[src/rtl/sequence_stream_gen.sv]
// sequence_stream_gen: serial pattern transmitter.
// Loads a PAT_W-bit pattern on an accepted start and shifts it out MSB first,
// repeat_cnt times, one bit per clk. busy/done report progress.
// Optional feature macro: STREAM_GAP_EN. When it is defined, the gap_len port
// exists and inserts idle-zero cycles between repetitions. When it is not
// defined, repetitions are always back-to-back.
//
// state | meaning
// ------+-----------------------------------------------------------
// IDLE  | waiting for start, out_stream=0
// SEND  | shifting captured pattern out, MSB first
// GAP   | idle-zero cycles between repetitions (STREAM_GAP_EN only)
// DONE  | one-cycle done pulse, start ignored, then back to IDLE

module sequence_stream_gen #(
    parameter int PAT_W = 4,
    parameter int CNT_W = 8,
    parameter int GAP_W = 4
) (
    input  logic             clk,
    input  logic             reset,
    input  logic             start,
    input  logic [PAT_W-1:0] pattern,
    input  logic [CNT_W-1:0] repeat_cnt,
`ifdef STREAM_GAP_EN
    input  logic [GAP_W-1:0] gap_len,
`endif
    output logic             out_stream,
    output logic             busy,
    output logic             done,
    output logic [1:0]       state
);

    localparam int IDX_W = (PAT_W > 1) ? $clog2(PAT_W) : 1;
    localparam logic [IDX_W-1:0] IDX_MSB = IDX_W'(PAT_W - 1);
    localparam logic [IDX_W-1:0] IDX_ONE = IDX_W'(1);
    localparam logic [CNT_W-1:0] CNT_ONE = CNT_W'(1);

    // Parameter sanity: an out-of-range width leaves a visibly named block.
    if (PAT_W < 2) begin : g_bad_pat_w
    end
    if (GAP_W < 1) begin : g_bad_gap_w
    end

    typedef enum logic [1:0] {
        IDLE = 2'd0,
        SEND = 2'd1,
        GAP  = 2'd2,
        DONE = 2'd3
    } state_t;

    state_t           state_q, state_d;
    logic [PAT_W-1:0] pat_q, pat_d;
    logic [IDX_W-1:0] idx_q, idx_d;
    logic [IDX_W-1:0] idx_m1;
    logic [CNT_W-1:0] reps_q, reps_d;
    logic             out_q, out_d;
    logic             busy_q, busy_d;
    logic             done_q, done_d;
`ifdef STREAM_GAP_EN
    logic [GAP_W-1:0] gap_q, gap_d;
    logic [GAP_W-1:0] gap_cnt_q, gap_cnt_d;
`endif

    assign idx_m1 = idx_q - IDX_ONE;

    // Next-state, shift-register, counter and output decode.
    always_comb begin
        state_d = state_q;
        pat_d   = pat_q;
        idx_d   = idx_q;
        reps_d  = reps_q;
        out_d   = 1'b0;
`ifdef STREAM_GAP_EN
        gap_d     = gap_q;
        gap_cnt_d = gap_cnt_q;
`endif
        case (state_q)
            IDLE: begin
                if (start) begin
                    pat_d  = pattern;
                    reps_d = repeat_cnt;
`ifdef STREAM_GAP_EN
                    gap_d  = gap_len;
`endif
                    if (repeat_cnt == '0) begin
                        state_d = DONE;
                    end else begin
                        state_d = SEND;
                        out_d   = pattern[PAT_W-1];
                        idx_d   = IDX_MSB;
                    end
                end
            end
            SEND: begin
                if (idx_q != '0) begin
                    idx_d = idx_m1;
                    out_d = pat_q[idx_m1];
                end else begin
                    // Bit 0 has just been on the line: one repetition complete.
                    reps_d = reps_q - CNT_ONE;
                    if (reps_q == CNT_ONE) begin
                        state_d = DONE;
`ifdef STREAM_GAP_EN
                    end else if (gap_q != '0) begin
                        state_d   = GAP;
                        gap_cnt_d = gap_q;
`endif
                    end else begin
                        out_d = pat_q[PAT_W-1];
                        idx_d = IDX_MSB;
                    end
                end
            end
            GAP: begin
`ifdef STREAM_GAP_EN
                if (gap_cnt_q == GAP_W'(1)) begin
                    state_d   = SEND;
                    gap_cnt_d = '0;
                    out_d     = pat_q[PAT_W-1];
                    idx_d     = IDX_MSB;
                end else begin
                    gap_cnt_d = gap_cnt_q - GAP_W'(1);
                end
`else
                state_d = IDLE;
`endif
            end
            DONE: begin
                state_d = IDLE;
            end
            default: begin
                state_d = IDLE;
            end
        endcase

        busy_d = (state_d == SEND) || (state_d == GAP);
        done_d = (state_d == DONE);
    end

    // State register plus registered outputs; reset abandons any run in flight.
    always_ff @(posedge clk or posedge reset) begin
        if (reset) begin
            state_q <= IDLE;
            pat_q   <= '0;
            idx_q   <= '0;
            reps_q  <= '0;
            out_q   <= 1'b0;
            busy_q  <= 1'b0;
            done_q  <= 1'b0;
        end else begin
            state_q <= state_d;
            pat_q   <= pat_d;
            idx_q   <= idx_d;
            reps_q  <= reps_d;
            out_q   <= out_d;
            busy_q  <= busy_d;
            done_q  <= done_d;
        end
    end

`ifdef STREAM_GAP_EN
    // Captured gap length and the gap down-counter.
    always_ff @(posedge clk or posedge reset) begin
        if (reset) begin
            gap_q     <= '0;
            gap_cnt_q <= '0;
        end else begin
            gap_q     <= gap_d;
            gap_cnt_q <= gap_cnt_d;
        end
    end
`endif

    assign out_stream = out_q;
    assign busy       = busy_q;
    assign done       = done_q;
    assign state      = state_q;

endmodule

[config.mk]
export PLATFORM = sky130hd
export DESIGN_NAME = sequence_stream_gen
export DESIGN_NICKNAME = d
export VERILOG_FILES = /design/src/rtl/sequence_stream_gen.sv
export SDC_FILE = /design/constraint.sdc
export NUM_CORES = 1
export LEC_CHECK = 0
export BUFFER_PORTS_ARGS = -buffer_cell sky130_fd_sc_hd__buf_2
export CORE_MARGIN = 2
export CORE_UTILIZATION = 30
export CTS_CLUSTER_DIAMETER = 100
export DETAILED_ROUTE_END_ITERATION = 10
export HOLD_SLACK_MARGIN = 0.03
export PLACE_DENSITY = 0.55
export SYNTH_ARGS = -nofsm -noshare
export SYNTH_HDL_FRONTEND = slang
export SYNTH_SLANG_ARGS = --single-unit
export TNS_END_PERCENT = 30
[constraint.sdc]
create_clock -name clk -period 3 [get_ports clk]
set_clock_uncertainty 0.2 [all_clocks]
set_input_delay 0.15 -clock clk [delete_from_list [all_inputs] [get_ports clk]]
set_output_delay 0.15 -clock clk [all_outputs]
set_load 0.03 [all_outputs]
# After elaboration in Yosys (flattened, before gate mapping)
# Index checks and enable logic that the tools add are counted.
# W data, S select, Z words.
# totals
reg_bits	19
inputBits	15
out_inout_bits	5
wordCells	50
# classes
addsub	2
magnitude_cmp	1
n_eq_ne	11
n_mux	20
n_reduce_logical	9
# ops
op	n
$mux W2	8
$mux W8	2
$pmux W8 S2	1
$eq A2 B2 Y1 const B	4
$eq A8 B1 Y1 const B	1
$logic_not A8 Y1	1
$sub A8 B1 Y8 const B	1
$ne A2 B2 Y1 const B	3
$pmux W2 S3	1
$mux W1	5
$eq A2 B1 Y1 const B	2
$pmux W2 S2	1
$reduce_and A4 Y1	1
$reduce_bool A2 Y1	2
$lt A2 B3 Y1 const B	1
$ne A3 B3 Y1 const B	1
$reduce_and A3 Y1	1
$bmux W1 S2	1
$logic_not A2 Y1	1
$pmux W1 S2	1
$reduce_and A2 Y1	1
$reduce_or A2 Y1	1
$sub A2 B1 Y2 const B	1
$logic_or A1 B1 Y1	1

# Logic depth before layout (Yosys ltp)
# Gate-level depths: netlist of the first run.
# logic_depth
ltp_word	6
mapped_depth	6
depth_no_buf	5

# Worst setup path after synthesis of the first run
# Ideal clock, no wire load.
# synth_path
path_type	reg-to-reg
start	reg state_q[0], in the netlist state[0]
end	reg busy_q, in the netlist busy
setup_time_ns	0.126
arrival_time_ns	1.450
t_required_ns	2.674
slack_ns	1.224
stages_incl_launch_ff	6
n_path_buf	2
period_less_slack_ns	1.776
path_cell_list	dfrtp_1 buf_2 nor3b_2 buf_2 a22o_1 ha_1
# synth_via
elab_chain_cells	5
word_cells_on_any_way	12
cone_classes	eq/ne (5); mux (4); reduce/logical (3)
# synth_rtl
element	line_no	text
from (decl)	52	state_t state_q, state_d;
from (signal assigned)	152	state_q <= state_d;
$eq A2 B2 Y1	78	case (state_q)
$reduce_or A2 Y1 (no line)	-	
$pmux W2 S3 (*)	78	
via state_d[1]	52	
$eq A2 B1 Y1 or $eq A2 B2 Y1 (tied branches)	137	busy_d = (state_d == SEND) || (state_d == GAP);
$logic_or A1 B1 Y1 (*)	137	
via busy_d	58	logic busy_q, busy_d;
to (signal assigned)	157	busy_q <= busy_d;
to (decl)	58	
# The timed path passes the listed nets; every way through them passes the cells marked *.
# A chain may end at the register's enable or synchronous reset.

# Worst setup path after layout of the first run
# layout_path
start	in repeat_cnt[6]
end	reg busy_q, in the netlist busy
# layout_via
elab_chain_cells	6
word_cells_on_any_way	7
cone_classes	eq/ne (2); mux (3); reduce/logical (2)
# layout_rtl
element	line_no	text
from (decl)	24	input logic [CNT_W-1:0] repeat_cnt,
$logic_not A8 Y1 (*)	86	if (repeat_cnt == '0) begin
$mux W2 (*)	86	
$mux W2 (*)	80	if (start) begin
$pmux W2 S3 (*)	78	
via state_d[1]	52	
$eq A2 B1 Y1 or $eq A2 B2 Y1 (tied branches)	137	
$logic_or A1 B1 Y1 (*)	137	
via busy_d	58	
# Marks and branches as above.

==> qor.csv, run 1 <==
metric;value;unit
Async SR Flop Fraction;100;%
layout cells sized above 1;24.6;%
count of different cell masters after synthesis;47;
Max Cap Viol;0;
CTS tree;built;
Max Slew Vio Count;0;
DRT Wirelength;2810;um
clk_lat worst skew;0.26;ns
M1 WL;1290;um
Fin Setup TNS;0;ns
Post-synth EDFFs;0;
crit path kind;input port to flop;
Num CTS Buffers;3;
final net count;162;
top routing layer in use;met4;
crit-path max cell delay;0.61;ns
Cells after DPL;176;
dpl cell area;1280;um^2
Top FF cell, synth;dfrtp_1;
crit share post-route;69.7;%
non-filler cells, final;190;
PortBufs;19;
n_diodes;0;
startpoint class of the critical path;input port;
Die Y-Extent;66.6;um
DIE AREA;4440;um^2
post-synth top area cell;dfrtp_1;
first-pass GRT wire length;4870;um
Arr. time, crit path;2.05;ns
sequential fraction of the synthesis area;40.4;%
violation count after the first detailed-route iteration;81;
Vias;1022;
clock net sink count;19;
Slowest cell on crit path;or4_1;
WL/cell;14.8;um
status;complete, no violations;
pwr/cell area;700;nW/um^2
Fin. Hold Viols;0;
Final setup violation count;0;
Starting Density;31.6;%
syn_area_per_cell;10.1;um^2
num ports;20;
antenna-violating nets left;0;
RSZ-0062 raised after global routing;false;
CP cell instances;dlygate4sd3_1 > buf_2 > or4_1 > nor2_1 > a22o_1 > ha_1;
routed wl met2;1330;um
Syn Inst Count;116;
Max H-tree Level;1;
Crit path required time;2.96;ns
Core ar.;3720;um^2
Synth Register Bits;19;
Detail Route met3 WL;137;um
hold crit path type;input port to flop;
Final Util;38.5;%
GRT Util Overall;14.5;%
post-synth top area share;40.4;%
P_leak;0.633;nW
IR drop worst, VDD;0.000188;V
Syn Nets;135;
Vias/cell;5.38;
final instance area;1430;um^2
synth warn;0;
Max Root-Sink Buffers;2;
GPL Wtd Cong;0.863;
Detailed Place HPWL;2090;um
synthesized area;1180;um^2
Clk pin slew, worst setup/hold paths;0.08;ns
crit end category;flop;
area delta synth->final;21.5;%
die span in x;66.6;um
Relative slew margins;40.1;%
Root Driver;clkbuf_8;
largest net degree at the start of global routing;20;
initial antenna violation count;0;
worst slew pin tran;0.896;ns
cell row count;22;
Post-CTS Setup Repair Bufs;0;
fin crit period;2.09;ns
Post-route DRC;0;
Placement Setup Slack;0.989;ns
total grt overflow;0;
vias in the first global route;1002;
DRT Pass-1 Iters;4;
ranking of synthesized cells by area;dfrtp_1, ha_1, nand2_1, o22ai_1, inv_1;
FMAX;0.478;GHz
crit path max fanout;3;
final worst slack;0.908;ns
flip-flops by register name (all words and copies together), names as in the netlist:
name / cells
busy: 1
pat_q: 4
done: 1
out_stream: 1
state: 2
reps_q: 8
idx_q: 2
stage by stage:
step	hold slack, ns	power [mW]
floorplan	-0.0989	0.708
global placement	0.113	0.809
detailed placement	0.134	0.808
CTS	0.0450	1.00
global route	0.0481	1.08
finish	0.0491	1.00
cell usage in the layout (no fill, tap or decap), types with 3 or more instances in the layout:
| cell | n |
|---|---|
| o211ai_1 | 3 |
| nor2_1 | 4 |
| dfrtp_1 | 19 |
| clkbuf_8 | 3 |
| inv_1 | 7 |
| o22ai_1 | 5 |
| nand3_1 | 5 |
| a21oi_1 | 3 |
| nand2_1 | 13 |
| ha_1 | 4 |
| dlygate4sd3_1 | 10 |
| buf_2 | 19 |
routing by layer:
| layer | GRT usage [%] | vias to the layer above |
|---|---|---|
| met3 | 2.70 | 6 |
| met4 | 6.12 | 0 |
| met5 | 0 | - |
| met2 | 23.0 | 27 |
| li1 | - | 493 |
| met1 | 19.3 | 496 |
final timing paths:
path	slack [ns]	cells after the start	endpoint	start
min in group asynchronous	0.35	3	done$_DFF_PP0_	reset
max	0.91	6	busy$_DFF_PP0_	repeat_cnt[6]
min reg2reg	0.28	2	pat_q[1]$_DFFE_PP0P_	pat_q[1]$_DFFE_PP0P_
min	0.05	3	reps_q[0]$_DFFE_PP0P_	repeat_cnt[0]
max reg2reg	0.99	3	idx_q[1]$_DFFE_PP0P_	state[0]$_DFF_PP0_
max in group asynchronous	1.77	3	reps_q[3]$_DFFE_PP0P_	reset
layout make-up:
cell class | instances | area [um^2]
clock buffers | 3 | 41.3
clock inverters | 1 | 5.00
fillers | 377 | 2290
inverters | 7 | 26.3
multi-input cells | 83 | 626
flip-flops and latches | 19 | 475
well taps | 48 | 60.1
repair buffers | 29 | 195
timing repair:
action                                 CTS  global route
hold buffers                            10             0
endpoints found under the hold margin   29             0
gates resized for setup                  0             0
synthesized netlist by cell type (3+ instances only):
library cell	instances
dfrtp_1	19
nand2_1	13
inv_1	7
nand3_1	5
o22ai_1	5
ha_1	4
nor2_1	4
a21oi_1	3
buf_2	3
o211ai_1	3
logic make-up (layout without fill, tap and decap cells):
| kind of cell | after synthesis | after routing | share of synthesized area [%] |
|---|---|---|---|
| and+or+nand+nor | 45 | 45 | 24.6 |
| AOI/OAI and AO/OA | 31 | 31 | 20.7 |
| DFF | 19 | 19 | 40.4 |
| buffers and inverters | 14 | 40 | 6.38 |
| adders and majority gates | 4 | 4 | 4.26 |
| muxes | 3 | 3 | 3.62 |
critical path, delay by kind of cell:
kind	cells	cell delay [ns]
compound gates	1	0.19
fa+ha+maj	1	0.23
buf+inv	2	0.67
simple gates	2	0.80
where the power goes:
group	switching [mW]	total, mW	internal (mW)	leakage, nW
logic	0.220	0.420	0.201	0.388
clock network	0.0915	0.184	0.0926	0.0255
registers	0.0757	0.396	0.320	0.219
Power figures use the tool's default switching activity.
==> run 2: changes to the inputs <==
Settings changed: ABC_AREA set to 1, PLACE_DENSITY 0.55 to 0.57.
Clock period 3 ns to 1.7 ns, I/O delays scaled along.
==> qor.csv, run 2 <==
metric;value;unit;change
status;complete, no violations;;unchanged
DIE AREA;4390;um^2;was 4440 um^2
Async SR Flop Fraction;100;%;unchanged
Seq. cell area;475;um^2;unchanged
IR drop worst, VDD;0.000744;V;was 0.000188 V
Die Y-Extent;66.2;um;was 66.6 um
clk_lat worst skew;0.25;ns;was 0.26 ns
Root Driver;clkbuf_8;;unchanged
most common cell in the netlist;nand2_1;;was dfrtp_1
pwr/cell area;1470;nW/um^2;was 700 nW/um^2
Arr. time, crit path;1.53;ns;was 2.05 ns
startpoint class of the critical path;flop;;was input port
Detailed Place HPWL;1860;um;was 2090 um
area delta synth->final;32.4;%;was 21.5%
crit path kind;flop to flop;;was input port to flop
Starting Density;31.5;%;was 31.6%
Syn Nets;171;;was 135
synth warn;0;;unchanged
GPL Wtd Cong;0.759;;was 0.863
PortBufs;19;;unchanged
Vias;1071;;was 1022
reg2reg end;busy$_DFF_PP0_;;was idx_q[1]$_DFFE_PP0P_
violation count after the first detailed-route iteration;47;;was 81
P_leak;0.785;nW;was 0.633 nW
Max Cap Viol;0;;unchanged
Synth Register Bits;19;;unchanged
CP Launch Point;idx_q[0]$_DFFE_PP0P_;;was repeat_cnt[6]
num ports;20;;unchanged
sequential fraction of the synthesis area;40.9;%;was 40.4%
clock net sink count;19;;unchanged
Max Slew Vio Count;0;;unchanged
ranking of synthesized cells by area;dfrtp_1, nand2_1, inv_1, nand3_1, o21ai_0;;was dfrtp_1, ha_1, nand2_1, o22ai_1, inv_1
Fin Setup TNS;0;ns;unchanged
post-synth top area share;40.9;%;was 40.4%
most flop-heavy register;reps_q;;unchanged
Register-to-Register Path Depth;7;;was 3
vias in the first global route;1051;;was 1002
Syn Inst Count;152;;was 116
WL/cell;10.4;um;was 14.8 um
Post-route DRC;0;;unchanged
n_diodes;0;;unchanged
RSZ-0062 raised after global routing;false;;unchanged
layout cells sized above 1;24.2;%;was 24.6%
Reg2Reg Launch Point;idx_q[0]$_DFFE_PP0P_;;was state[0]$_DFF_PP0_
initial antenna violation count;0;;unchanged
FMAX;0.628;GHz;
Core ar.;3690;um^2;was 3720 um^2
crit path max fanout;4;;was 3
cell row count;22;;unchanged
crit share post-route;93.7;%;
Num CTS Buffers;3;;unchanged
Register-to-Register Setup Slack;0.11;ns;was 0.99 ns
DRT Wirelength;2530;um;was 2810 um
Crit path required time;1.64;ns;was 2.96 ns
Layout fillers;394;;was 377
die span in x;66.2;um;was 66.6 um
Vias/cell;4.43;;was 5.38
hold crit path type;input port to flop;;unchanged
first-pass GRT wire length;4540;um;was 4870 um
Post-CTS Setup Repair Bufs;0;;unchanged
DRT Pass-1 Iters;4;;unchanged
hold_sp;repeat_cnt[2];;was repeat_cnt[0]
Final setup violation count;0;;unchanged
Max H-tree Level;1;;unchanged
fin crit period;1.59;ns;
post-synth top area cell;dfrtp_1;;unchanged
syn_area_per_cell;7.65;um^2;was 10.1 um^2
Relative slew margins;83.1;%;was 40.1%
worst slew pin tran;0.253;ns;was 0.896 ns
CTS tree;built;;unchanged
synthesized area;1160;um^2;was 1180 um^2
count of different cell masters after synthesis;23;;was 47
crit path to;busy$_DFF_PP0_;;unchanged
crit end category;flop;;unchanged
Clk pin slew, worst setup/hold paths;0.07;ns;was 0.08 ns
Top FF cell, synth;dfrtp_1;;unchanged
Fin. Hold Viols;0;;unchanged
Tot Pwr;2.26;mW;was 1.00 mW
final net count;214;;was 162
GRT Util Overall;13.1;%;was 14.5%
total grt overflow;0;;unchanged
Commonest cells post-synth;nand2_1, inv_1, dfrtp_1, nand3_1, o21ai_0;;was dfrtp_1, nand2_1, inv_1, nand3_1, o22ai_1
max reg flops;8;;unchanged
largest net degree at the start of global routing;20;;unchanged
antenna-violating nets left;0;;unchanged
Largest regs;reps_q: 8 flops, pat_q: 4 flops;;unchanged
commonest non-fill, non-tap cells in the layout;nand2_1, inv_1, dfrtp_1, buf_2, nand3_1;;was dfrtp_1, buf_2, nand2_1, dlygate4sd3_1, inv_1
Post-synth EDFFs;0;;unchanged
Max Root-Sink Buffers;2;;unchanged
area of the multi-input gates;576;um^2;was 626 um^2
commonest non-fill, non-tap cell in the layout;nand2_1;;
run 2: kinds of logic after synthesis:
family,synth area share [%]
XOR/XNOR,0.754
adder cells (fa/ha/maj),4.31
AO/OA/AOI/OAI,11.3
buffers and inverters,10.3
flip-flops,40.9
AND/OR/NAND/NOR,32.4
run 2: layout make-up:
| cell class | instances | area share (%) |
|---|---|---|
| inverters | 24 | 6.34 |
| clock buffers | 4 | 2.93 |
| multi-input cells | 107 | 37.4 |
| well taps | 48 | 3.90 |
| repair buffers | 40 | 18.5 |
| flip-flops and latches | 19 | 30.9 |
run 2: worst min-delay path by stage:
stage / endpoint / slack, ns / depth (start not counted)
2_1_floorplan: busy$_DFF_PP0_ / -0.16 / 1
3_3_place_gp: done$_DFF_PP0_ / -0.08 / 3
3_5_place_dp: done$_DFF_PP0_ / -0.08 / 3
4_1_cts: reps_q[2]$_DFFE_PP0P_ / 0.04 / 4
5_1_grt: reps_q[2]$_DFFE_PP0P_ / 0.07 / 4
6_report: reps_q[2]$_DFFE_PP0P_ / 0.05 / 4
run 2: timing repair:
item                                    4_1_cts  5_1_grt
endpoints found under the setup margin        0        2
endpoints found under the hold margin        32        0
hold buffers                                 13        0
resized for setup                             0        5
run 2: critical path: stages, from the launching register on:
cell	delay [ns]
dfrtp_1	0.38
inv_1	0.08
ha_2	0.17
inv_1	0.07
nor2_2	0.14
nand3_2	0.12
o21ai_2	0.09
ha_1	0.24
run 2: metal layers:
metal | part of all wire [%] | global-route usage [%]
met1 | 53 | 18.6
met2 | 43 | 21.1
met3 | 4.5 | 2.39
met4 | 0 | 2.30
met5 | 0 | 0
run 2: report_power, final:
part           internal (mW)  switching (mW)
sequential             0.632           0.111
combinational          0.518           0.694
clock                  0.166           0.144
run 2: through the flow:
stage	hold slack (ns)	worst slack [ns]	cells	area, um^2	util, %
floorplan	-0.164	0.0121	152	1160	-
global placement	-0.0819	0.0545	225	1350	36.7
detailed placement	-0.0754	0.0152	225	1350	36.7
CTS	0.0412	0.00280	242	1530	41.4
global route	0.0651	0.0140	242	1540	41.7
finish	0.0472	0.107	242	1540	41.7
